==> config.mk <==
export PLATFORM = sky130hd
export DESIGN_NAME = vga_scanout
export DESIGN_NICKNAME = d
export VERILOG_FILES = /design/src/rtl/vga_pkg.sv /design/src/rtl/vga_timing.sv /design/src/rtl/vga_scanout.sv
export SDC_FILE = /design/constraint.sdc
export NUM_CORES = 2
export LEC_CHECK = 0
export CAP_MARGIN = 20
export CELL_PAD_IN_SITES_DETAIL_PLACEMENT = 0
export CELL_PAD_IN_SITES_GLOBAL_PLACEMENT = 1
export CORE_AREA = 2 2 482 484
export DETAILED_ROUTE_END_ITERATION = 8
export DIE_AREA = 0 0 484 486
export PLACE_DENSITY = 0.64
export SYNTH_ARGS = -nofsm -noshare
export SYNTH_HDL_FRONTEND = slang
export SYNTH_SLANG_ARGS = --single-unit
==> constraint.sdc <==
create_clock -name clock -period 4.55 [get_ports clock]
set_input_delay 1.365 -clock clock [delete_from_list [all_inputs] [get_ports clock]]
set_output_delay 1.365 -clock clock [all_outputs]
set_load 0.01 [all_outputs]
==> src/rtl/vga_pkg.sv <==
// Shared VGA constants, the rgb444 colour type and the cell-index helper.
package vga_pkg;

    // 640x480@60 horizontal timing, in pixel ticks
    localparam int H_VISIBLE = 640;
    localparam int H_FP      = 16;
    localparam int H_SYNC    = 96;
    localparam int H_BP      = 48;
    localparam int H_TOTAL   = H_VISIBLE + H_FP + H_SYNC + H_BP;

    // 640x480@60 vertical timing, in lines
    localparam int V_VISIBLE = 480;
    localparam int V_FP      = 10;
    localparam int V_SYNC    = 2;
    localparam int V_BP      = 33;
    localparam int V_TOTAL   = V_VISIBLE + V_FP + V_SYNC + V_BP;

    // Framebuffer geometry: 40x30 cells, each 16x16 pixels
    localparam int FB_COLS    = 40;
    localparam int FB_ROWS    = 30;
    localparam int FB_BITS    = FB_COLS * FB_ROWS;
    localparam int CELL_SHIFT = 4;

    // Datapath widths
    localparam int CNT_W = 10;   // h/v counters (max 799 / 524)
    localparam int COL_W = 6;    // cell column 0..39
    localparam int ROW_W = 5;    // cell row 0..29
    localparam int IDX_W = 11;   // cell index 0..1199
    localparam int DIV_W = 3;    // pixel-tick divider, CLK_DIV up to 8

    typedef struct packed {
        logic [3:0] r;
        logic [3:0] g;
        logic [3:0] b;
    } rgb444_t;

    // row*40 + col, with the multiply built from two shifts
    function automatic logic [IDX_W-1:0] cell_index(input logic [ROW_W-1:0] row,
                                                    input logic [COL_W-1:0] col);
        logic [IDX_W-1:0] row_w;
        logic [IDX_W-1:0] col_w;
        row_w = {{(IDX_W-ROW_W){1'b0}}, row};
        col_w = {{(IDX_W-COL_W){1'b0}}, col};
        return (row_w << 5) + (row_w << 3) + col_w;
    endfunction

endpackage

==> src/rtl/vga_timing.sv <==
// Pixel-tick divider and h/v raster counters with raw sync and active flags.
module vga_timing
    import vga_pkg::*;
#(
    parameter int CLK_DIV     = 2,
    parameter int H_VIS_PX    = H_VISIBLE,
    parameter int H_FP_PX     = H_FP,
    parameter int H_SYNC_PX   = H_SYNC,
    parameter int H_BP_PX     = H_BP,
    parameter int V_VIS_LN    = V_VISIBLE,
    parameter int V_FP_LN     = V_FP,
    parameter int V_SYNC_LN   = V_SYNC,
    parameter int V_BP_LN     = V_BP
) (
    input  logic             clock_i,
    input  logic             reset_n_i,
    output logic             tick_o,
    output logic [CNT_W-1:0] h_count_o,
    output logic [CNT_W-1:0] v_count_o,
    output logic             active_o,
    output logic             hs_o,
    output logic             vs_o
);

    if (CLK_DIV < 1 || CLK_DIV > 8) begin : g_bad_clk_div
        $error("vga_timing: CLK_DIV must be in 1..8");
    end

    localparam logic [DIV_W-1:0] DIV_LAST   = DIV_W'(CLK_DIV - 1);
    localparam logic [CNT_W-1:0] H_VIS_END  = CNT_W'(H_VIS_PX);
    localparam logic [CNT_W-1:0] H_SYNC_BEG = CNT_W'(H_VIS_PX + H_FP_PX);
    localparam logic [CNT_W-1:0] H_SYNC_END = CNT_W'(H_VIS_PX + H_FP_PX + H_SYNC_PX);
    localparam logic [CNT_W-1:0] H_LAST     = CNT_W'(H_VIS_PX + H_FP_PX + H_SYNC_PX + H_BP_PX - 1);
    localparam logic [CNT_W-1:0] V_VIS_END  = CNT_W'(V_VIS_LN);
    localparam logic [CNT_W-1:0] V_SYNC_BEG = CNT_W'(V_VIS_LN + V_FP_LN);
    localparam logic [CNT_W-1:0] V_SYNC_END = CNT_W'(V_VIS_LN + V_FP_LN + V_SYNC_LN);
    localparam logic [CNT_W-1:0] V_LAST     = CNT_W'(V_VIS_LN + V_FP_LN + V_SYNC_LN + V_BP_LN - 1);

    logic [DIV_W-1:0] div_q, div_d;
    logic [CNT_W-1:0] h_q, h_d;
    logic [CNT_W-1:0] v_q, v_d;
    logic             tick;

    // With CLK_DIV=1 DIV_LAST is 0, so the tick is permanently high.
    assign tick = (div_q == DIV_LAST);

    // Next-state for the divider and the raster position
    always_comb begin
        // NOTE: every variable gets a default first so no path leaves it unassigned (no latch).
        div_d = tick ? '0 : div_q + 1'b1;
        h_d   = h_q;
        v_d   = v_q;
        if (tick) begin
            if (h_q == H_LAST) begin
                h_d = '0;
                v_d = (v_q == V_LAST) ? '0 : v_q + 1'b1;
            end else begin
                h_d = h_q + 1'b1;
            end
        end
    end

    // Divider and counter registers
    always_ff @(posedge clock_i or negedge reset_n_i) begin
        // NOTE: state is updated with non-blocking assignments so every register sees pre-edge values.
        if (!reset_n_i) begin
            div_q <= '0;
            h_q   <= '0;
            v_q   <= '0;
        end else begin
            div_q <= div_d;
            h_q   <= h_d;
            v_q   <= v_d;
        end
    end

    assign tick_o    = tick;
    assign h_count_o = h_q;
    assign v_count_o = v_q;
    assign active_o  = (h_q < H_VIS_END) && (v_q < V_VIS_END);
    assign hs_o      = !((h_q >= H_SYNC_BEG) && (h_q < H_SYNC_END));
    assign vs_o      = !((v_q >= V_SYNC_BEG) && (v_q < V_SYNC_END));

endmodule

==> src/rtl/vga_scanout.sv <==
// VGA scan-out: per-frame framebuffer snapshot, 2-tick index/colour pipeline.
module vga_scanout
    import vga_pkg::*;
#(
    parameter int          CLK_DIV    = 2,
    parameter logic [11:0] FG_DEFAULT = 12'hFFF,
    parameter logic [11:0] BG_DEFAULT = 12'h000,
    // Raster geometry; defaults are 640x480@60, smaller values only shorten simulation
    parameter int          H_VIS_PX   = H_VISIBLE,
    parameter int          H_FP_PX    = H_FP,
    parameter int          H_SYNC_PX  = H_SYNC,
    parameter int          H_BP_PX    = H_BP,
    parameter int          V_VIS_LN   = V_VISIBLE,
    parameter int          V_FP_LN    = V_FP,
    parameter int          V_SYNC_LN  = V_SYNC,
    parameter int          V_BP_LN    = V_BP
) (
    input  logic               clock,
    input  logic               reset_n,
    input  logic [FB_BITS-1:0] framebuffer,
    input  logic               fg_sel,
    input  logic [11:0]        fg_color,
    input  logic [11:0]        bg_color,
    output logic [3:0]         vga_r,
    output logic [3:0]         vga_g,
    output logic [3:0]         vga_b,
    output logic               vga_hs,
    output logic               vga_vs,
    output logic [5:0]         xpos,
    output logic [4:0]         ypos,
    output logic               frame_start
);

    localparam logic [CNT_W-1:0] V_LOAD_LINE = CNT_W'(V_VIS_LN);

    // Stage 0: raster counters
    logic             tick;
    logic [CNT_W-1:0] h_count;
    logic [CNT_W-1:0] v_count;
    logic             active_raw;
    logic             hs_raw;
    logic             vs_raw;

    vga_timing #(
        .CLK_DIV   (CLK_DIV),
        .H_VIS_PX  (H_VIS_PX),
        .H_FP_PX   (H_FP_PX),
        .H_SYNC_PX (H_SYNC_PX),
        .H_BP_PX   (H_BP_PX),
        .V_VIS_LN  (V_VIS_LN),
        .V_FP_LN   (V_FP_LN),
        .V_SYNC_LN (V_SYNC_LN),
        .V_BP_LN   (V_BP_LN)
    ) u_timing (
        .clock_i   (clock),
        .reset_n_i (reset_n),
        .tick_o    (tick),
        .h_count_o (h_count),
        .v_count_o (v_count),
        .active_o  (active_raw),
        .hs_o      (hs_raw),
        .vs_o      (vs_raw)
    );

    // Snapshot is taken on the tick that opens vertical blanking
    logic               load;
    logic [FB_BITS-1:0] snapshot_q;
    logic               frame_start_q;

    assign load = tick && (h_count == '0) && (v_count == V_LOAD_LINE);

    // Stage 1 registers
    logic             s1_active_q, s1_active_d;
    logic             s1_hs_q,     s1_hs_d;
    logic             s1_vs_q,     s1_vs_d;
    logic [COL_W-1:0] s1_col_q,    s1_col_d;
    logic [ROW_W-1:0] s1_row_q,    s1_row_d;
    logic [IDX_W-1:0] s1_idx_q,    s1_idx_d;
    rgb444_t          s1_fg_q,     s1_fg_d;
    rgb444_t          s1_bg_q,     s1_bg_d;

    // Stage 2 (output) registers
    rgb444_t          rgb_q,  rgb_d;
    logic             hs_q;
    logic             vs_q;
    logic [COL_W-1:0] xpos_q, xpos_d;
    logic [ROW_W-1:0] ypos_q, ypos_d;

    // Stage 1 next-state: cell coordinates, cell index and colour pair
    always_comb begin
        s1_active_d = active_raw;
        s1_hs_d     = hs_raw;
        s1_vs_d     = vs_raw;
        // Blanking coordinates are zeroed so the index always stays inside the bitmap.
        s1_col_d    = active_raw ? h_count[CELL_SHIFT +: COL_W] : '0;
        s1_row_d    = active_raw ? v_count[CELL_SHIFT +: ROW_W] : '0;
        s1_idx_d    = cell_index(s1_row_d, s1_col_d);
        s1_fg_d     = fg_sel ? rgb444_t'(fg_color) : rgb444_t'(FG_DEFAULT);
        s1_bg_d     = fg_sel ? rgb444_t'(bg_color) : rgb444_t'(BG_DEFAULT);
    end

    // Stage 2 next-state: colour lookup, blanking forces black and zero coordinates
    always_comb begin
        rgb_d  = '0;
        xpos_d = '0;
        ypos_d = '0;
        if (s1_active_q) begin
            rgb_d  = snapshot_q[s1_idx_q] ? s1_fg_q : s1_bg_q;
            xpos_d = s1_col_q;
            ypos_d = s1_row_q;
        end
    end

    // Frame snapshot and the frame_start pulse that marks its load
    always_ff @(posedge clock or negedge reset_n) begin
        // NOTE: the snapshot is reset on purpose: the first frame after reset must show background.
        if (!reset_n) begin
            snapshot_q    <= '0;
            frame_start_q <= 1'b0;
        end else begin
            frame_start_q <= load;
            if (load) begin
                snapshot_q <= framebuffer;
            end
        end
    end

    // Stage 1 pipeline registers, advanced on the pixel tick
    always_ff @(posedge clock or negedge reset_n) begin
        if (!reset_n) begin
            s1_active_q <= 1'b0;
            s1_hs_q     <= 1'b1;
            s1_vs_q     <= 1'b1;
            s1_col_q    <= '0;
            s1_row_q    <= '0;
            s1_idx_q    <= '0;
            s1_fg_q     <= '0;
            s1_bg_q     <= '0;
        end else if (tick) begin
            s1_active_q <= s1_active_d;
            s1_hs_q     <= s1_hs_d;
            s1_vs_q     <= s1_vs_d;
            s1_col_q    <= s1_col_d;
            s1_row_q    <= s1_row_d;
            s1_idx_q    <= s1_idx_d;
            s1_fg_q     <= s1_fg_d;
            s1_bg_q     <= s1_bg_d;
        end
    end

    // Stage 2 output registers, keeping colour and sync aligned
    always_ff @(posedge clock or negedge reset_n) begin
        if (!reset_n) begin
            rgb_q  <= '0;
            hs_q   <= 1'b1;
            vs_q   <= 1'b1;
            xpos_q <= '0;
            ypos_q <= '0;
        end else if (tick) begin
            rgb_q  <= rgb_d;
            hs_q   <= s1_hs_q;
            vs_q   <= s1_vs_q;
            xpos_q <= xpos_d;
            ypos_q <= ypos_d;
        end
    end

    assign vga_r       = rgb_q.r;
    assign vga_g       = rgb_q.g;
    assign vga_b       = rgb_q.b;
    assign vga_hs      = hs_q;
    assign vga_vs      = vs_q;
    assign xpos        = xpos_q;
    assign ypos        = ypos_q;
    assign frame_start = frame_start_q;

endmodule

Word level (Yosys, flattened, before mapping)
Index checks and enable logic that the tools add are counted.

cells by class
  add/subtract/negate cells = 5
  magnitude comparators = 7
  equal/unequal tests = 4
  mux-type cells = 13
  reduce and logical (&&, ||, !) cells = 9

operators by type and width
  cell                                                                                   count
  12-bit two-way mux                                                                     4
  10-bit by 1-bit adder with 10-bit output (second input constant)                       2
  10-bit equality test (second input constant)                                           2
  10-bit < comparator (second input constant)                                            2
  10-bit by 9-bit < comparator with 1-bit output (second input constant)                 2
  10-bit two-way mux                                                                     2
  11-bit by 12-bit < comparator with 1-bit output (second input constant)                1
  6-bit two-way mux                                                                      2
  10-bit by 8-bit adder with 11-bit output                                               1
  11-bit by 6-bit adder with 11-bit output                                               1
  1-bit binary-select mux with 11-bit select                                             1
  10-bit by 9-bit equality test with 1-bit output (second input constant)                1
  10-bit greater-or-equal comparator (second input constant)                             1
  10-bit by 9-bit greater-or-equal comparator with 1-bit output (second input constant)  1
  10-bit logical NOT                                                                     1
  5-bit two-way mux                                                                      2
  1-bit logical AND                                                                      5
  3-bit by 1-bit adder with 3-bit output (second input constant)                         1
  3-bit by 1-bit equality test with 1-bit output (second input constant)                 1
  3-bit two-way mux                                                                      1
  1-bit logical NOT                                                                      2
  2-bit AND reduction                                                                    1
  1-bit two-way mux                                                                      1

storage, ports and cells
  register bits after elaboration = 1298
  input bits = 1227
  output and inout port bits = 26
  logic and storage cells = 62

Depth between registers and ports, before layout
  depth after elaboration = 5
  mapped depth = 15
  gate-level depth less buffers = 13

Hierarchy
Synthesis repeated with hierarchy kept, for this count alone.

second synthesis, totals
  cells, all modules = 6232
  area, all modules = 59191.8 µm²

modules (own cells, without submodules)
  module       instances  cells an instance  area each (µm²)  seq. area each (µm²)
  vga_scanout  1          6102               57901.8          31835.5
  vga_timing   1          130                1290.0           575.6

Worst setup path after synthesis
OpenSTA, ideal clock, no wires.

  path type = register to register
  start = register s1_col_q[0] (netlist name)
  end = register rgb_q, in the netlist vga_b[0]
  setup time = 132 ps
  arrival time = 3149 ps
  required time = 4418 ps
  slack = 1269 ps
  cell stages (with the launch flop) = 16
  period minus slack after synthesis = 3281 ps
  path through = dfrtp_1 > buf_6 > buf_6 > buf_6 > buf_4 > buf_2 > mux4_2 > mux2i_1 > nor3_1 > a2111oi_2 > nand2_1 > nand2_1 > o311ai_1 > clkbuf_1 > o211ai_1 > o211ai_2

RTL lines
  element               line                text
  end signal, assigned  vga_scanout.sv:160  rgb_q <= rgb_d;
  end, declared         vga_scanout.sv:83   rgb444_t rgb_q, rgb_d;

==> results.md <==
- Status: finished, final reports clean
- Cell mode on critical path: buf_4
- Worst min path class: flip-flop to flip-flop
- Crit. Startpoint: s1_col_q[2]$_DFFE_PN0P_
- Clock buffer depth: 3
- Internal power: 20000 uW
- Post-Synthesis Cells: 6295
- Dpl hpwl: 214000 um
- Synth Net Count: 7537
- Routed len/inst: 25.6 um
- Yosys top cell area share: 54.8%
- Pleak: 0.0334 uW
- Setup violators final: 0
- DR vias: 50000
- Non-filler cells, final: 10600
- Initial antenna violation count: 48
- Vias in the first global route: 51400
- Sw power: 5910 uW
- Final hold vios: 0
- Area Overhead vs Synth: 37.0%
- Seq pwr share: 44.6%
- Sw Ratio: 22.8%
- Synth top cells by count: nand2_1 (3738), dfrtp_1 (1291), clkbuf_1 (321)
- Slew Limit Fails: 0
- Drt drc: 0
- Synthesis Warnings: 0
- TritonCTS buffer count: 154
- Pin count of the biggest net entering global routing: 185
- CTS tree: built
- CTS Hold Buffers Added: 0
- FP Rows: 176
- Unrepaired setup endpoints after global routing: false
- Sequential share of the synthesized area: 55.0%
- CP max FO: 27
- Inst Count DP: 10300
- Worst EP arrival: 5.02 ns
- Endpoint class of the critical path: flip-flop
- Startpoint Class: flip-flop
- Slew @ Worst Pin: 1.11 ns
- Dpl cell area: 75400 sq um
- PortBufs: 1252
- Hold slack: 0.452 ns
- Worst Min Path Start: s1_vs_q$_DFFE_PN1P_
- Average size of a mapped cell: 9.37 sq um
- Final worst-path cycle share: 94.6%
- Core area: 229000 sq um
- Most numerous cell in the Yosys netlist: nand2_1
- Yosys cell types: 59
- Final Cell Area: 80800 sq um
- Setup Skew: 0.0529 ns
- Seq cells post-synth: 1295
- Synth area leader: dfrtp_1
- MaxCap Viol Count: 0
- Worst path slowest cell: dfrtp_4
- Total grt overflow: 0
- Die H: 486 um
- Antenna Violating Nets Remaining: 0
- Worst VDD drop: 0.000291 V
- R2r startpoint: s1_col_q[2]$_DFFE_PN0P_
- Proportion of power drawn by combinational gates: 5.8%
- Slew headroom: 26.3%
- Vias per cell: 4.71
- Die width: 484 um
- Clk network pwr share: 49.7%
- Minimum clock period: 4.30 ns
- DRT Pass-1 Iters: 7
- Die Area: 235000 sq um
- GRT Resource Usage Total: 22.7%
- Clk Latency, worst-skew pair: 0.82 ns
- Top_reg_cell synth: dfrtp_1
- Root cell of the clock tree: clkbuf_16
- Initial DRC count: 3698
- TritonCTS Sinks: 1295
- Worst-path cell chain: buf_4 -> mux4_2 -> mux2i_1 -> o32ai_1 -> nor4_1 -> buf_4 -> a2111oi_4 -> buf_4 -> nor4_1 -> a211oi_4 -> o21a_1 -> buf_12 -> o211ai_2
- Reg clk slew, reported paths: 0.06 ns
- First-pass GRT wire length: 382000 um
- Post-synth EDFFs: 0
- Ys async rst share: 100%
- Area contributors post-synth: dfrtp_1 (55%), nand2_1 (24%), mux4_2 (12%)
- Required @ worst endpoint: 5.26 ns
- Synthesized area: 59000 sq um
- Pwr dens: 321 nW/um^2
- CP max stage delay: 0.76 ns
- Share of layout cells above drive strength 1: 10.3%
- H-tree levels: 4
- Initial Utilization: 25.7%
- Routability cong.: 0.913
- Critical path class: flip-flop to flip-flop
- NumNets Final: 8709
- Fmax: 232 MHz
- IO Count: 1253
- Routed wire length: 272000 um
-- layer usage --
metal  part of all wire (%)  track usage (%)  vias to the layer above
met5                  0.053                0                        -
met4                    3.4             7.92                       24
met3                    6.3             4.74                      329
met2                     48             37.3                     1809
met1                     42             29.5                    25200
li1                       -                -                    22700
-- registers in the layout (all words and copies together), names as in the netlist --
name and flops:
frame_start 1, s1_active_q 1, s1_bg_q 12, s1_col_q 6, s1_fg_q 12, s1_hs_q 1, s1_idx_q 8, s1_row_q 5
s1_vs_q 1, snapshot_q 1200, u_timing.div_q 3, u_timing.h_count_o 10, u_timing.v_count_o 10, vga_b 4, vga_g 4, vga_hs 1
vga_r 4, vga_vs 1, xpos 6, ypos 5
-- final cells by class --
cell class,instances,area (sq um)
fillers,23400,149000
clock buffers,214,4370
well taps,3026,3790
diodes,15,37.5
inverters,25,95.1
flip-flops and latches,1295,32400
repair buffers,1420,14300
multi-input cells,4571,24800
clock inverters,63,927
-- power by group through the flow --
| stage | clock network, uW | logic (uW) | registers (uW) |
|---|---|---|---|
| 6_report | 12900 | 1490 | 11500 |
| 5_1_grt | 13700 | 1600 | 11500 |
| 4_1_cts | 13200 | 1520 | 11500 |
| 3_5_place_dp | 0 | 1510 | 11800 |
| 3_3_place_gp | 0 | 1500 | 11800 |
| 2_1_floorplan | 0 | 38.9 | 11800 |
-- what timing repair did --
item                                    4_1_cts  5_1_grt
gates cloned                                  0        0
gates resized for setup                       1        2
pin swaps                                     1        0
endpoints found under the setup margin       12        1
buffers inserted                              0        0
-- worst max-delay path: cells and delay by family, from the launching register on --
kind / cells / cell delay, ns
AOI/OAI and AO/OA: 5 / 0.72
muxes: 2 / 0.91
and+or+nand+nor: 2 / 0.73
buffers and inverters: 4 / 1.04
DFF: 1 / 0.76
-- final timing paths --
kind                                                 to  slack (ns)  cells after the start
max                                vga_r[3]$_DFFE_PN0P_        0.25                     13
min                                  vga_vs$_DFFE_PN1P_        0.45                      2
max reg2reg                        vga_r[3]$_DFFE_PN0P_        0.25                     13
min reg2reg                          vga_vs$_DFFE_PN1P_        0.45                      2
max in group asynchronous   snapshot_q[823]$_DFFE_PN0P_        2.66                      2
min in group asynchronous  snapshot_q[1188]$_DFFE_PN0P_        0.48                      1
-- cell usage in the layout (no fill, tap or decap), types with 27 or more instances in the layout --
cell,n
a22oi_1,55
dfrtp_1,1284
nand2_1,3738
clkbuf_16,154
buf_12,40
a21oi_1,27
nand3_1,64
clkdlybuf4s50_1,1251
nor3_1,30
buf_4,125
clkbuf_8,29
nor2_1,37
mux4_2,311
mux2i_1,50
o21ai_0,28
clkbuf_1,31
-- cell families (layout without fill, tap and decap cells) --
family	Yosys count	in the layout	share of synthesized area, %
XOR/XNOR	16	16	0.238
adder cells (fa/ha/maj)	15	15	0.344
flip-flops	1295	1295	55.0
AO/OA/AOI/OAI	212	212	2.61
AND/OR/NAND/NOR	3957	3957	25.8
buffers and inverters	429	1722	3.15
multiplexers	371	371	12.9
other	0	15	0
-- metrics by stage --
stage	util [%]	setup TNS (ns)	power [uW]	setup slack, ns
finish	35.2	0	25900	0.246
global route	35.2	0	26800	0.0128
CTS	35.2	0	26300	0.0621
detailed placement	32.9	-1.15	13300	-0.105
global placement	32.9	-1.61	13300	-0.152
floorplan	-	0	11800	1.27
Note: power is estimated with default switching activity, not from simulation.
